## config.mk

```make
export PLATFORM = sky130hd
export DESIGN_NAME = contrast_stretch_ctrl_flat
export DESIGN_NICKNAME = d
export VERILOG_FILES = /design/src/rtl/contrast_stretch_ctrl_if.sv /design/src/rtl/contrast_stretch_ctrl.sv /design/src/flat_wrapper.sv
export SDC_FILE = /design/constraint.sdc
export NUM_CORES = 1
export LEC_CHECK = 0
export CELL_PAD_IN_SITES_DETAIL_PLACEMENT = 1
export CELL_PAD_IN_SITES_GLOBAL_PLACEMENT = 1
export CORE_AREA = 2 2 104 106
export DETAILED_ROUTE_END_ITERATION = 16
export DIE_AREA = 0 0 106 108
export PLACE_DENSITY_LB_ADDON = 0.1
export SLEW_MARGIN = 20
export SYNTH_ARGS = -nofsm -noshare
export SYNTH_HDL_FRONTEND = slang
export SYNTH_SLANG_ARGS = --single-unit
export TNS_END_PERCENT = 1
```

## constraint.sdc

```tcl
create_clock -name clk_i_cs_ctrl -period 6.5 [get_ports clk_i_cs_ctrl]
set_clock_uncertainty 0.1 [all_clocks]
set_input_delay 1.625 -clock clk_i_cs_ctrl [delete_from_list [all_inputs] [get_ports clk_i_cs_ctrl]]
set_output_delay 1.625 -clock clk_i_cs_ctrl [all_outputs]
set_load 0.01 [all_outputs]
```

## src/rtl/contrast_stretch_ctrl_if.sv

```systemverilog
// Signal bundle between the contrast-stretch sequencer and its RAMs, min/max finder and stretch core.
// The master side is the sequencer.
interface contrast_stretch_ctrl_if #(
    parameter int unsigned DATA_WIDTH = 8,
    parameter int unsigned ADDR_WIDTH = 17
);
    logic                  start_i;
    logic                  busy_o;
    logic                  done_o;
    logic                  flat_o;
    logic                  ram_rd_en_o;
    logic [ADDR_WIDTH-1:0] ram_rd_addr_o;
    logic [DATA_WIDTH-1:0] ram_rd_data_i;
    logic                  mm_en_o;
    logic [DATA_WIDTH-1:0] mm_data_o;
    logic                  mm_last_o;
    logic                  mm_done_i;
    logic [DATA_WIDTH-1:0] mm_min_i;
    logic [DATA_WIDTH-1:0] mm_max_i;
    logic                  st_valid_o;
    logic [DATA_WIDTH-1:0] st_pixel_o;
    logic [DATA_WIDTH-1:0] st_min_o;
    logic [DATA_WIDTH-1:0] st_range_o;
    logic [DATA_WIDTH-1:0] st_result_i;
    logic                  wr_en_o;
    logic [ADDR_WIDTH-1:0] wr_addr_o;
    logic [DATA_WIDTH-1:0] wr_data_o;

    modport master (
        input  start_i, ram_rd_data_i, mm_done_i, mm_min_i, mm_max_i, st_result_i,
        output busy_o, done_o, flat_o, ram_rd_en_o, ram_rd_addr_o,
               mm_en_o, mm_data_o, mm_last_o,
               st_valid_o, st_pixel_o, st_min_o, st_range_o,
               wr_en_o, wr_addr_o, wr_data_o
    );

    modport slave (
        output start_i, ram_rd_data_i, mm_done_i, mm_min_i, mm_max_i, st_result_i,
        input  busy_o, done_o, flat_o, ram_rd_en_o, ram_rd_addr_o,
               mm_en_o, mm_data_o, mm_last_o,
               st_valid_o, st_pixel_o, st_min_o, st_range_o,
               wr_en_o, wr_addr_o, wr_data_o
    );
endinterface

```

## src/rtl/contrast_stretch_ctrl.sv

```systemverilog
// Two-pass contrast-stretch sequencer: pass 1 feeds RAM1 to the min/max finder,
// pass 2 feeds RAM1 plus min/range to the stretch core and writes results to RAM2.
module contrast_stretch_ctrl #(
    parameter int unsigned DATA_WIDTH = 8,
    parameter int unsigned RAM_DEPTH  = 76800,
    parameter int unsigned ADDR_WIDTH = $clog2(RAM_DEPTH),
    parameter int unsigned RD_LATENCY = 1,
    parameter int unsigned ST_LATENCY = 3
) (
    input  logic                    clk_i_cs_ctrl,
    input  logic                    rst_i_cs_ctrl,
    contrast_stretch_ctrl_if.master bus
);

    localparam logic [ADDR_WIDTH-1:0] LAST_ADDR = ADDR_WIDTH'(RAM_DEPTH - 1);

    typedef enum logic [2:0] {
        S_IDLE, S_SCAN, S_SCAN_WAIT, S_STRETCH, S_DRAIN, S_FIN
    } state_t;

    state_t                r_state,   w_state_nxt;
    logic                  r_busy,    w_busy_nxt;
    logic                  r_done,    w_done_nxt;
    logic                  r_flat,    w_flat_nxt;
    logic                  r_rd_en,   w_rd_en_nxt;
    logic [ADDR_WIDTH-1:0] r_rd_addr, w_rd_addr_nxt;
    logic [ADDR_WIDTH-1:0] r_wr_addr, w_wr_addr_nxt;
    logic [DATA_WIDTH-1:0] r_min,     w_min_nxt;
    logic [DATA_WIDTH-1:0] r_range,   w_range_nxt;
    logic                  r_pass_st, w_pass_nxt;

    logic [RD_LATENCY-1:0] r_rv;
    logic [RD_LATENCY-1:0] r_rl;
    logic [ST_LATENCY-1:0] r_sv;
    logic [DATA_WIDTH-1:0] r_pd [ST_LATENCY];

    logic                  w_rd_valid;
    logic                  w_pre_valid;
    logic                  w_rd_last;
    logic                  w_wr_last;
    logic                  w_st_valid;
    logic [DATA_WIDTH-1:0] w_st_pixel;

    assign w_rd_valid = r_rv[RD_LATENCY-1];
    assign w_rd_last  = r_rd_en && (r_rd_addr == LAST_ADDR);
    assign w_wr_last  = r_sv[ST_LATENCY-1] && (r_wr_addr == LAST_ADDR);
    assign w_st_valid = w_rd_valid & r_pass_st;
    assign w_st_pixel = w_st_valid ? bus.ram_rd_data_i : '0;

    // Read-valid one cycle early: the finder start pulse is derived from it.
    generate
        if (RD_LATENCY == 1) begin : g_pre_lat1
            assign w_pre_valid = r_rd_en;
        end else begin : g_pre_latn
            assign w_pre_valid = r_rv[RD_LATENCY-2];
        end
    endgenerate

    always_comb begin
        w_state_nxt   = r_state;
        w_busy_nxt    = r_busy;
        w_done_nxt    = 1'b0;
        w_flat_nxt    = r_flat;
        w_rd_en_nxt   = r_rd_en;
        w_rd_addr_nxt = r_rd_addr;
        w_wr_addr_nxt = r_sv[ST_LATENCY-1] ? r_wr_addr + ADDR_WIDTH'(1) : r_wr_addr;
        w_min_nxt     = r_min;
        w_range_nxt   = r_range;
        w_pass_nxt    = r_pass_st;
        case (r_state)
            S_IDLE: begin
                if (bus.start_i) begin
                    w_state_nxt   = S_SCAN;
                    w_busy_nxt    = 1'b1;
                    w_flat_nxt    = 1'b0;
                    w_rd_en_nxt   = 1'b1;
                    w_rd_addr_nxt = '0;
                    w_wr_addr_nxt = '0;
                    w_pass_nxt    = 1'b0;
                end
            end
            S_SCAN, S_STRETCH: begin
                if (w_rd_last) begin
                    w_rd_en_nxt = 1'b0;
                    w_state_nxt = (r_state == S_SCAN) ? S_SCAN_WAIT : S_DRAIN;
                end else begin
                    w_rd_addr_nxt = r_rd_addr + ADDR_WIDTH'(1);
                end
            end
            S_SCAN_WAIT: begin
                if (bus.mm_done_i) begin
                    w_min_nxt     = bus.mm_min_i;
                    w_range_nxt   = bus.mm_max_i - bus.mm_min_i;
                    w_flat_nxt    = (bus.mm_max_i == bus.mm_min_i);
                    w_rd_en_nxt   = 1'b1;
                    w_rd_addr_nxt = '0;
                    w_pass_nxt    = 1'b1;
                    w_state_nxt   = S_STRETCH;
                end
            end
            S_DRAIN: begin
                if (w_wr_last) begin
                    w_state_nxt = S_FIN;
                    w_busy_nxt  = 1'b0;
                    w_done_nxt  = 1'b1;
                end
            end
            S_FIN: begin
                w_state_nxt = S_IDLE;
            end
            default: begin
                w_state_nxt = S_IDLE;
            end
        endcase
    end

    always_ff @(posedge clk_i_cs_ctrl or posedge rst_i_cs_ctrl) begin
        if (rst_i_cs_ctrl) begin
            r_state   <= S_IDLE;
            r_busy    <= 1'b0;
            r_done    <= 1'b0;
            r_flat    <= 1'b0;
            r_rd_en   <= 1'b0;
            r_rd_addr <= '0;
            r_wr_addr <= '0;
            r_min     <= '0;
            r_range   <= '0;
            r_pass_st <= 1'b0;
        end else begin
            r_state   <= w_state_nxt;
            r_busy    <= w_busy_nxt;
            r_done    <= w_done_nxt;
            r_flat    <= w_flat_nxt;
            r_rd_en   <= w_rd_en_nxt;
            r_rd_addr <= w_rd_addr_nxt;
            r_wr_addr <= w_wr_addr_nxt;
            r_min     <= w_min_nxt;
            r_range   <= w_range_nxt;
            r_pass_st <= w_pass_nxt;
        end
    end

    // Read-latency and stretch-latency alignment pipelines.
    always_ff @(posedge clk_i_cs_ctrl or posedge rst_i_cs_ctrl) begin
        if (rst_i_cs_ctrl) begin
            r_rv <= '0;
            r_rl <= '0;
            r_sv <= '0;
            for (int k = 0; k < ST_LATENCY; k++) begin
                r_pd[k] <= '0;
            end
        end else begin
            r_rv[0] <= r_rd_en;
            r_rl[0] <= w_rd_last;
            for (int k = 1; k < RD_LATENCY; k++) begin
                r_rv[k] <= r_rv[k-1];
                r_rl[k] <= r_rl[k-1];
            end
            r_sv[0] <= w_st_valid;
            r_pd[0] <= w_st_pixel;
            for (int k = 1; k < ST_LATENCY; k++) begin
                r_sv[k] <= r_sv[k-1];
                r_pd[k] <= r_pd[k-1];
            end
        end
    end

    assign bus.busy_o        = r_busy;
    assign bus.done_o        = r_done;
    assign bus.flat_o        = r_flat;
    assign bus.ram_rd_en_o   = r_rd_en;
    assign bus.ram_rd_addr_o = r_rd_addr;

    assign bus.mm_en_o       = w_pre_valid & ~w_rd_valid & ~r_pass_st;
    assign bus.mm_data_o     = (w_rd_valid & ~r_pass_st) ? bus.ram_rd_data_i : '0;
    assign bus.mm_last_o     = r_rl[RD_LATENCY-1] & ~r_pass_st;

    assign bus.st_valid_o    = w_st_valid;
    assign bus.st_pixel_o    = w_st_pixel;
    assign bus.st_min_o      = r_min;
    assign bus.st_range_o    = r_range;

    // Flat frames bypass the stretch core (its range would be zero).
    assign bus.wr_en_o       = r_sv[ST_LATENCY-1];
    assign bus.wr_addr_o     = r_wr_addr;
    assign bus.wr_data_o     = r_sv[ST_LATENCY-1] ? (r_flat ? r_pd[ST_LATENCY-1] : bus.st_result_i) : '0;

endmodule

```

## src/flat_wrapper.sv

```systemverilog
// flat-port wrapper written by rule: the top's interface ports become plain ports
module contrast_stretch_ctrl_flat 
#(
    parameter int unsigned DATA_WIDTH = 8,
    parameter int unsigned RAM_DEPTH  = 76800,
    parameter int unsigned ADDR_WIDTH = $clog2(RAM_DEPTH),
    parameter int unsigned RD_LATENCY = 1,
    parameter int unsigned ST_LATENCY = 3
)
  (clk_i_cs_ctrl, rst_i_cs_ctrl, bus_start_i, bus_ram_rd_data_i, bus_mm_done_i, bus_mm_min_i, bus_mm_max_i, bus_st_result_i, bus_busy_o, bus_done_o, bus_flat_o, bus_ram_rd_en_o, bus_ram_rd_addr_o, bus_mm_en_o, bus_mm_data_o, bus_mm_last_o, bus_st_valid_o, bus_st_pixel_o, bus_st_min_o, bus_st_range_o, bus_wr_en_o, bus_wr_addr_o, bus_wr_data_o);
  contrast_stretch_ctrl_if #(.DATA_WIDTH(DATA_WIDTH), .ADDR_WIDTH(ADDR_WIDTH)) bus_i ();
  input  logic clk_i_cs_ctrl;
  input  logic rst_i_cs_ctrl;
  input wire logic [$bits(bus_i.start_i)-1:0] bus_start_i;
  input wire logic [$bits(bus_i.ram_rd_data_i)-1:0] bus_ram_rd_data_i;
  input wire logic [$bits(bus_i.mm_done_i)-1:0] bus_mm_done_i;
  input wire logic [$bits(bus_i.mm_min_i)-1:0] bus_mm_min_i;
  input wire logic [$bits(bus_i.mm_max_i)-1:0] bus_mm_max_i;
  input wire logic [$bits(bus_i.st_result_i)-1:0] bus_st_result_i;
  output wire logic [$bits(bus_i.busy_o)-1:0] bus_busy_o;
  output wire logic [$bits(bus_i.done_o)-1:0] bus_done_o;
  output wire logic [$bits(bus_i.flat_o)-1:0] bus_flat_o;
  output wire logic [$bits(bus_i.ram_rd_en_o)-1:0] bus_ram_rd_en_o;
  output wire logic [$bits(bus_i.ram_rd_addr_o)-1:0] bus_ram_rd_addr_o;
  output wire logic [$bits(bus_i.mm_en_o)-1:0] bus_mm_en_o;
  output wire logic [$bits(bus_i.mm_data_o)-1:0] bus_mm_data_o;
  output wire logic [$bits(bus_i.mm_last_o)-1:0] bus_mm_last_o;
  output wire logic [$bits(bus_i.st_valid_o)-1:0] bus_st_valid_o;
  output wire logic [$bits(bus_i.st_pixel_o)-1:0] bus_st_pixel_o;
  output wire logic [$bits(bus_i.st_min_o)-1:0] bus_st_min_o;
  output wire logic [$bits(bus_i.st_range_o)-1:0] bus_st_range_o;
  output wire logic [$bits(bus_i.wr_en_o)-1:0] bus_wr_en_o;
  output wire logic [$bits(bus_i.wr_addr_o)-1:0] bus_wr_addr_o;
  output wire logic [$bits(bus_i.wr_data_o)-1:0] bus_wr_data_o;
  assign bus_i.start_i = bus_start_i;
  assign bus_i.ram_rd_data_i = bus_ram_rd_data_i;
  assign bus_i.mm_done_i = bus_mm_done_i;
  assign bus_i.mm_min_i = bus_mm_min_i;
  assign bus_i.mm_max_i = bus_mm_max_i;
  assign bus_i.st_result_i = bus_st_result_i;
  assign bus_busy_o = bus_i.busy_o;
  assign bus_done_o = bus_i.done_o;
  assign bus_flat_o = bus_i.flat_o;
  assign bus_ram_rd_en_o = bus_i.ram_rd_en_o;
  assign bus_ram_rd_addr_o = bus_i.ram_rd_addr_o;
  assign bus_mm_en_o = bus_i.mm_en_o;
  assign bus_mm_data_o = bus_i.mm_data_o;
  assign bus_mm_last_o = bus_i.mm_last_o;
  assign bus_st_valid_o = bus_i.st_valid_o;
  assign bus_st_pixel_o = bus_i.st_pixel_o;
  assign bus_st_min_o = bus_i.st_min_o;
  assign bus_st_range_o = bus_i.st_range_o;
  assign bus_wr_en_o = bus_i.wr_en_o;
  assign bus_wr_addr_o = bus_i.wr_addr_o;
  assign bus_wr_data_o = bus_i.wr_data_o;
  contrast_stretch_ctrl #(.DATA_WIDTH(DATA_WIDTH), .RAM_DEPTH(RAM_DEPTH), .ADDR_WIDTH(ADDR_WIDTH), .RD_LATENCY(RD_LATENCY), .ST_LATENCY(ST_LATENCY)) u_core (.clk_i_cs_ctrl(clk_i_cs_ctrl), .rst_i_cs_ctrl(rst_i_cs_ctrl), .bus(bus_i));
endmodule
```

# Word level (Yosys, flattened, before mapping)
# Cells that the tools add are included.
[totals]
register_bits = 87
inputBits = 36
out_inout_bits = 82
word_cells = 80
[classes]
addsub = 3
n_eq_ne = 12
muxes = 29
n_bitwise = 7
n_reduce_logical = 13
[ops]
columns = ["operator", "count"]
rows = [
  ["$mux W17", 6],
  ["$pmux W17 S3", 1],
  ["$add A17 B1 Y17 const B", 2],
  ["$eq A17 B17 Y1 const B", 2],
  ["$mux W8", 4],
  ["$mux W3", 5],
  ["$pmux W3 S4", 1],
  ["$reduce_and A4 Y1", 3],
  ["$eq A8 B8 Y1", 1],
  ["$mux W1", 8],
  ["$sub A8 B8 Y8", 1],
  ["$eq A3 B2 Y1 const B", 2],
  ["$ne A2 B2 Y1 const B", 3],
  ["$pmux W1 S2", 3],
  ["$reduce_and A3 Y1", 2],
  ["$and A1 B1 Y1", 5],
  ["$ne A2 B1 Y1 const B", 2],
  ["$reduce_bool A2 Y1", 2],
  ["$eq A3 B1 Y1 const B", 1],
  ["$eq A3 B3 Y1 const B", 1],
  ["$logic_not A3 Y1", 1],
  ["$pmux W1 S3", 1],
  ["$reduce_bool A3 Y1", 1],
  ["$logic_and A1 B1 Y1", 2],
  ["3 further kinds", 4],
]

# Longest topological paths before layout
[logic_depth]
word_depth = 4
mapped_depth = 9

# Least setup slack after synthesis
# Ideal clock, no wire load.
[synth_timing]
path_type = "input to output"
start = "in bus_st_result_i[0]"
end = "out bus_wr_data_o[0]"
arrival_time_ns = 1.876
path_slack_ns = 2.899
cell_stages = 2
n_path_buf = 0
cell_sequence = "mux2i_1 nor2b_1"
[synth_via]
elab_chain_cells = 2
[synth_rtl]
columns = ["item", "line", "rtl"]
rows = [
  ["start: declaration", "flat_wrapper.sv:19", "input wire logic [$bits(bus_i.st_result_i)-1:0] bus_st_result_i;"],
  ["$mux W8 (2 in a row)", "contrast_stretch_ctrl.sv:186", "assign bus.wr_data_o = r_sv[ST_LATENCY-1] ? (r_flat ? r_pd[ST_LATENCY-1] : bus.st_result_i) : '0;"],
  ["end: declaration", "flat_wrapper.sv:34", "output wire logic [$bits(bus_i.wr_data_o)-1:0] bus_wr_data_o;"],
]
# No other way between the ends.

# Worst setup path in the final report
[layout_timing]
start = "in bus_ram_rd_data_i[3]"
end = "out bus_st_pixel_o[3]"
[layout_via]
elab_chain_cells = 1
[layout_rtl]
columns = ["item", "line", "rtl"]
rows = [
  ["start: declaration", "flat_wrapper.sv:15", "input wire logic [$bits(bus_i.ram_rd_data_i)-1:0] bus_ram_rd_data_i;"],
  ["$mux W8", "contrast_stretch_ctrl.sv:48", "assign w_st_pixel = w_st_valid ? bus.ram_rd_data_i : '0;"],
  ["end: declaration", "flat_wrapper.sv:29", "output wire logic [$bits(bus_i.st_pixel_o)-1:0] bus_st_pixel_o;"],
]
# No other way between the ends.

==> results.sh <==
export IMPL_power_leakage_nw=2.29
export IMPL_avgSynthCellArea_um2=10.3
export IMPL_netlist_instances=386
export IMPL_r2r_end="u_core.bus.ram_rd_addr_o[13]$_DFFE_PP0P_"
export IMPL_wl_met3_um=425
export IMPL_p_int_w=0.000961
export IMPL_crit_fanout=2
export IMPL_clkSinkCount=87
export IMPL_viasPerCell=5.13
export IMPL_relSlewSlack=0.403
export IMPL_fin_crit_ps=4580
export IMPL_gr_total_overflow=0
export IMPL_fin_nets=545
export IMPL_crit_buf_inv=2
export IMPL_ant_nets=0
export IMPL_placementRows=37
export IMPL_crit_path_top_delay_cell="clkdlybuf4s50_1"
export IMPL_worstSetupStartpointType="primary input"
export IMPL_place_gp_congestion=0.761
export IMPL_power_frac_seq=0.491
export IMPL_cp_end_kind="output port"
export IMPL_die_area_um2=11400
export IMPL_ys_seq_area_frac=0.548
export IMPL_fin_crit_sh=0.705
export IMPL_final_max_slew_viol_count=0
export IMPL_r2r_cells=7
export IMPL_final_util=0.534
export IMPL_synthArstFlopShare=1.00
export IMPL_synth_cell_types=50
export IMPL_die_y_um=108
export IMPL_route_met2_wl_mm=5.32
export IMPL_grt_pass1_wl_mm=17.4
export IMPL_hold_path_class="reg -> reg"
export IMPL_numCtsBuffers=9
export IMPL_cts_tree="yes"
export IMPL_cp_cell_sequence="clkdlybuf4s50_1 > and3_1 > clkdlybuf4s50_1"
export IMPL_p_sw_frac=0.278
export IMPL_worst_skew_pair_late_latency_ps=360
export IMPL_cts_buffer_depth=2
export IMPL_area_delta_synth_final_pct=37.5
export IMPL_drt_wl_total_mm=10.4
export IMPL_p_switching_w=0.000370
export IMPL_cp_depth=3
export IMPL_grt_start_max_net_pins=54
export IMPL_cts_root_buffer="clkbuf_8"
export IMPL_status="completed"
export IMPL_dr_first_iter_drc_count=91
export IMPL_critPathRequiredTime_ps=4780
export IMPL_r2r_start="u_core.bus.ram_rd_addr_o[0]$_DFFE_PP0P_"
export IMPL_cp_arrival_ps=2860
export IMPL_final_hold_viol_count=0
export IMPL_netlist_area_um2=3980
export IMPL_core_area_um2=10200
export IMPL_max_cap_violations=0
export IMPL_syn_num_nets=432
export IMPL_initial_core_util=0.389
export IMPL_rsz0062_at_grt="false"
export IMPL_port_buffers=117
export IMPL_dp_hpwl_mm=7.56
export IMPL_antenna_found_initial=0
export IMPL_highest_layer="met4"
export IMPL_hold_buffers=0
export IMPL_drt_first_pass_iters=4
export IMPL_setup_viol=0
export IMPL_max_freq_ghz=0.218
export IMPL_holdWs_ps=254
export IMPL_yosys_top_cells_count="dfrtp_1, nand2_1, nor2_1"
export IMPL_max_stage_delay_ps=550
export IMPL_p_comb_frac=0.222
export IMPL_grt_pass1_vias=3416
export IMPL_synth_edff_count=0
export IMPL_crit_type="in -> out"
export IMPL_pwr_density_cell_nw_per_um2=244
export IMPL_synth_area_leader_cell="dfrtp_1"
export IMPL_pin_count=118
export IMPL_tns_ps=0
export IMPL_synth_top_cell_area_share=0.548
export IMPL_synth_most_common_cell="dfrtp_1"
export IMPL_vias=3279
export IMPL_ys_top_cells_by_area="dfrtp_1, nand2_1, o21ai_0"
export IMPL_pwr_share_clk=0.287
export IMPL_grt_util_all_layers=0.194
export IMPL_yosysWarnings=0
export IMPL_antenna_cells=0
export IMPL_cp_common_cell="clkdlybuf4s50_1"
export IMPL_crit_path_start="bus_ram_rd_data_i[3]"
export IMPL_worst_pin_slew_ps=892
export IMPL_wl_per_cell_um=16.3
export IMPL_cpLargestDelayFamily="buffers and inverters"
export IMPL_drc_errors=0
export IMPL_synth_main_ff_cell="dfrtp_1"
export IMPL_htreeDepth=3
export IMPL_chipWidth_um=106
export IMPL_vdd_ir_drop_max_mv=0.132
export IMPL_post_cts_buffers=0
export IMPL_layout_drive_gt1_share=0.0497
export IMPL_clk_pin_slew_worst_paths_ps=80
export IMPL_nFillCells=1147
export IMPL_rrSetupSlack_ps=3670
export IMPL_cts_repair_resized=0
export IMPL_wl_met1_mm=4.53
export IMPL_ys_ff_latch=87
export IMPL_endpoint="bus_st_pixel_o[3]"
-- sequential cells by signal, summed over array words and instances, names as in the netlist --
| signal | count |
|---|---|
| u_core.bus.busy_o | 1 |
| u_core.bus.done_o | 1 |
| u_core.bus.flat_o | 1 |
| u_core.bus.ram_rd_addr_o | 17 |
| u_core.bus.ram_rd_en_o | 1 |
| u_core.bus.st_min_o | 8 |
| u_core.bus.st_range_o | 8 |
| u_core.bus.wr_addr_o | 17 |
| u_core.r_pass_st | 1 |
| u_core.r_pd | 24 |
| u_core.r_rl | 1 |
| u_core.r_rv | 1 |
| u_core.r_state | 3 |
| u_core.r_sv | 3 |
-- cell usage in the layout (no fill, tap or decap), drive strengths merged, types with 3 or more instances in the layout --
master         synthesis  final
xnor2                  9      9
nor2b                 14     14
mux2i                  9      9
a21oi                 12     12
a31oi                  9      9
clkbuf                10     12
inv                   18     17
nor3b                  6      6
nand2                 34     34
clkdlybuf4s50          0    117
ha                     9      9
and2                  10     10
and3                  13     13
nand4                 12     12
nand2b                 3      3
xor2                  10     10
nor3                   3      3
nor2                  29     29
dfrtp                 87     87
nand3                 12     12
o21ai                 38     38
or3                    4      4
-- layer usage --
layer,vias up,GRT usage
met5,-,0
met4,0,0.0705
li1,1566,-
met2,79,0.328
met3,11,0.0338
met1,1623,0.252
-- per-stage QoR --
stage	std cells	cell area, um^2	setup WS (ps)	total power, W
floorplan	386	3980	2520	0.000792
global placement	624	5270	1950	0.000950
detailed placement	624	5270	1920	0.000965
CTS	639	5470	1920	0.00135
global route	639	5470	1870	0.00140
finish	639	5470	1920	0.00133
-- power by group through the flow --
stage / sequential (W) / combinational [W] / clock, W
floorplan: 0.000675 / 0.000118 / 0
global placement: 0.000660 / 0.000289 / 0
detailed placement: 0.000666 / 0.000299 / 0
CTS: 0.000655 / 0.000302 / 0.000395
global route: 0.000666 / 0.000324 / 0.000414
finish: 0.000654 / 0.000295 / 0.000383
-- worst min-delay path by stage --
| stage | startpoint | endpoint | slack [ps] | cells past startpoint |
|---|---|---|---|---|
| 6_report | u_core.r_pd[22]$_DFF_PP0_ | u_core.r_pd[14]$_DFF_PP0_ | 250 | 0 |
| 5_1_grt | u_core.r_pd[22]$_DFF_PP0_ | u_core.r_pd[14]$_DFF_PP0_ | 260 | 0 |
| 4_1_cts | u_core.r_pd[22]$_DFF_PP0_ | u_core.r_pd[14]$_DFF_PP0_ | 260 | 0 |
| 3_5_place_dp | u_core.r_pd[18]$_DFF_PP0_ | u_core.r_pd[10]$_DFF_PP0_ | 240 | 0 |
| 3_3_place_gp | u_core.r_pd[19]$_DFF_PP0_ | u_core.r_pd[11]$_DFF_PP0_ | 230 | 0 |
| 2_1_floorplan | u_core.r_pd[8]$_DFF_PP0_ | u_core.r_pd[0]$_DFF_PP0_ | 230 | 0 |
-- worst reg2reg max path: cells and delay by family, from the launching register on --
kind            cells  cell delay (ps)
flops               1              410
compound gates      3              700
simple gates        3             1290
fa+ha+maj           1              260
-- logic make-up (layout without fill, tap and decap cells) --
group                    after synthesis  after routing  share of synthesized area
AND/OR/NAND/NOR                      152            152                      0.210
flip-flops                            87             87                      0.548
adder cells (fa/ha/maj)               10             10                     0.0334
AO/OA/AOI/OAI                         73             73                      0.106
multiplexers                          10             10                     0.0255
buffers and inverters                 35            152                     0.0359
XOR/XNOR                              19             19                     0.0419
-- layout make-up --
type	instances	area, um^2	share of cell area
Tap cell	136	170	0.0311
Clock buffer	12	155	0.0284
Inverter	18	68.8	0.0126
Clock inverter	3	42.5	0.00778
Multi-Input combinational cell	264	1670	0.305
Timing Repair Buffer	119	1190	0.217
Sequential cell	87	2180	0.398
No activity file was read; power rests on OpenSTA's default activity.
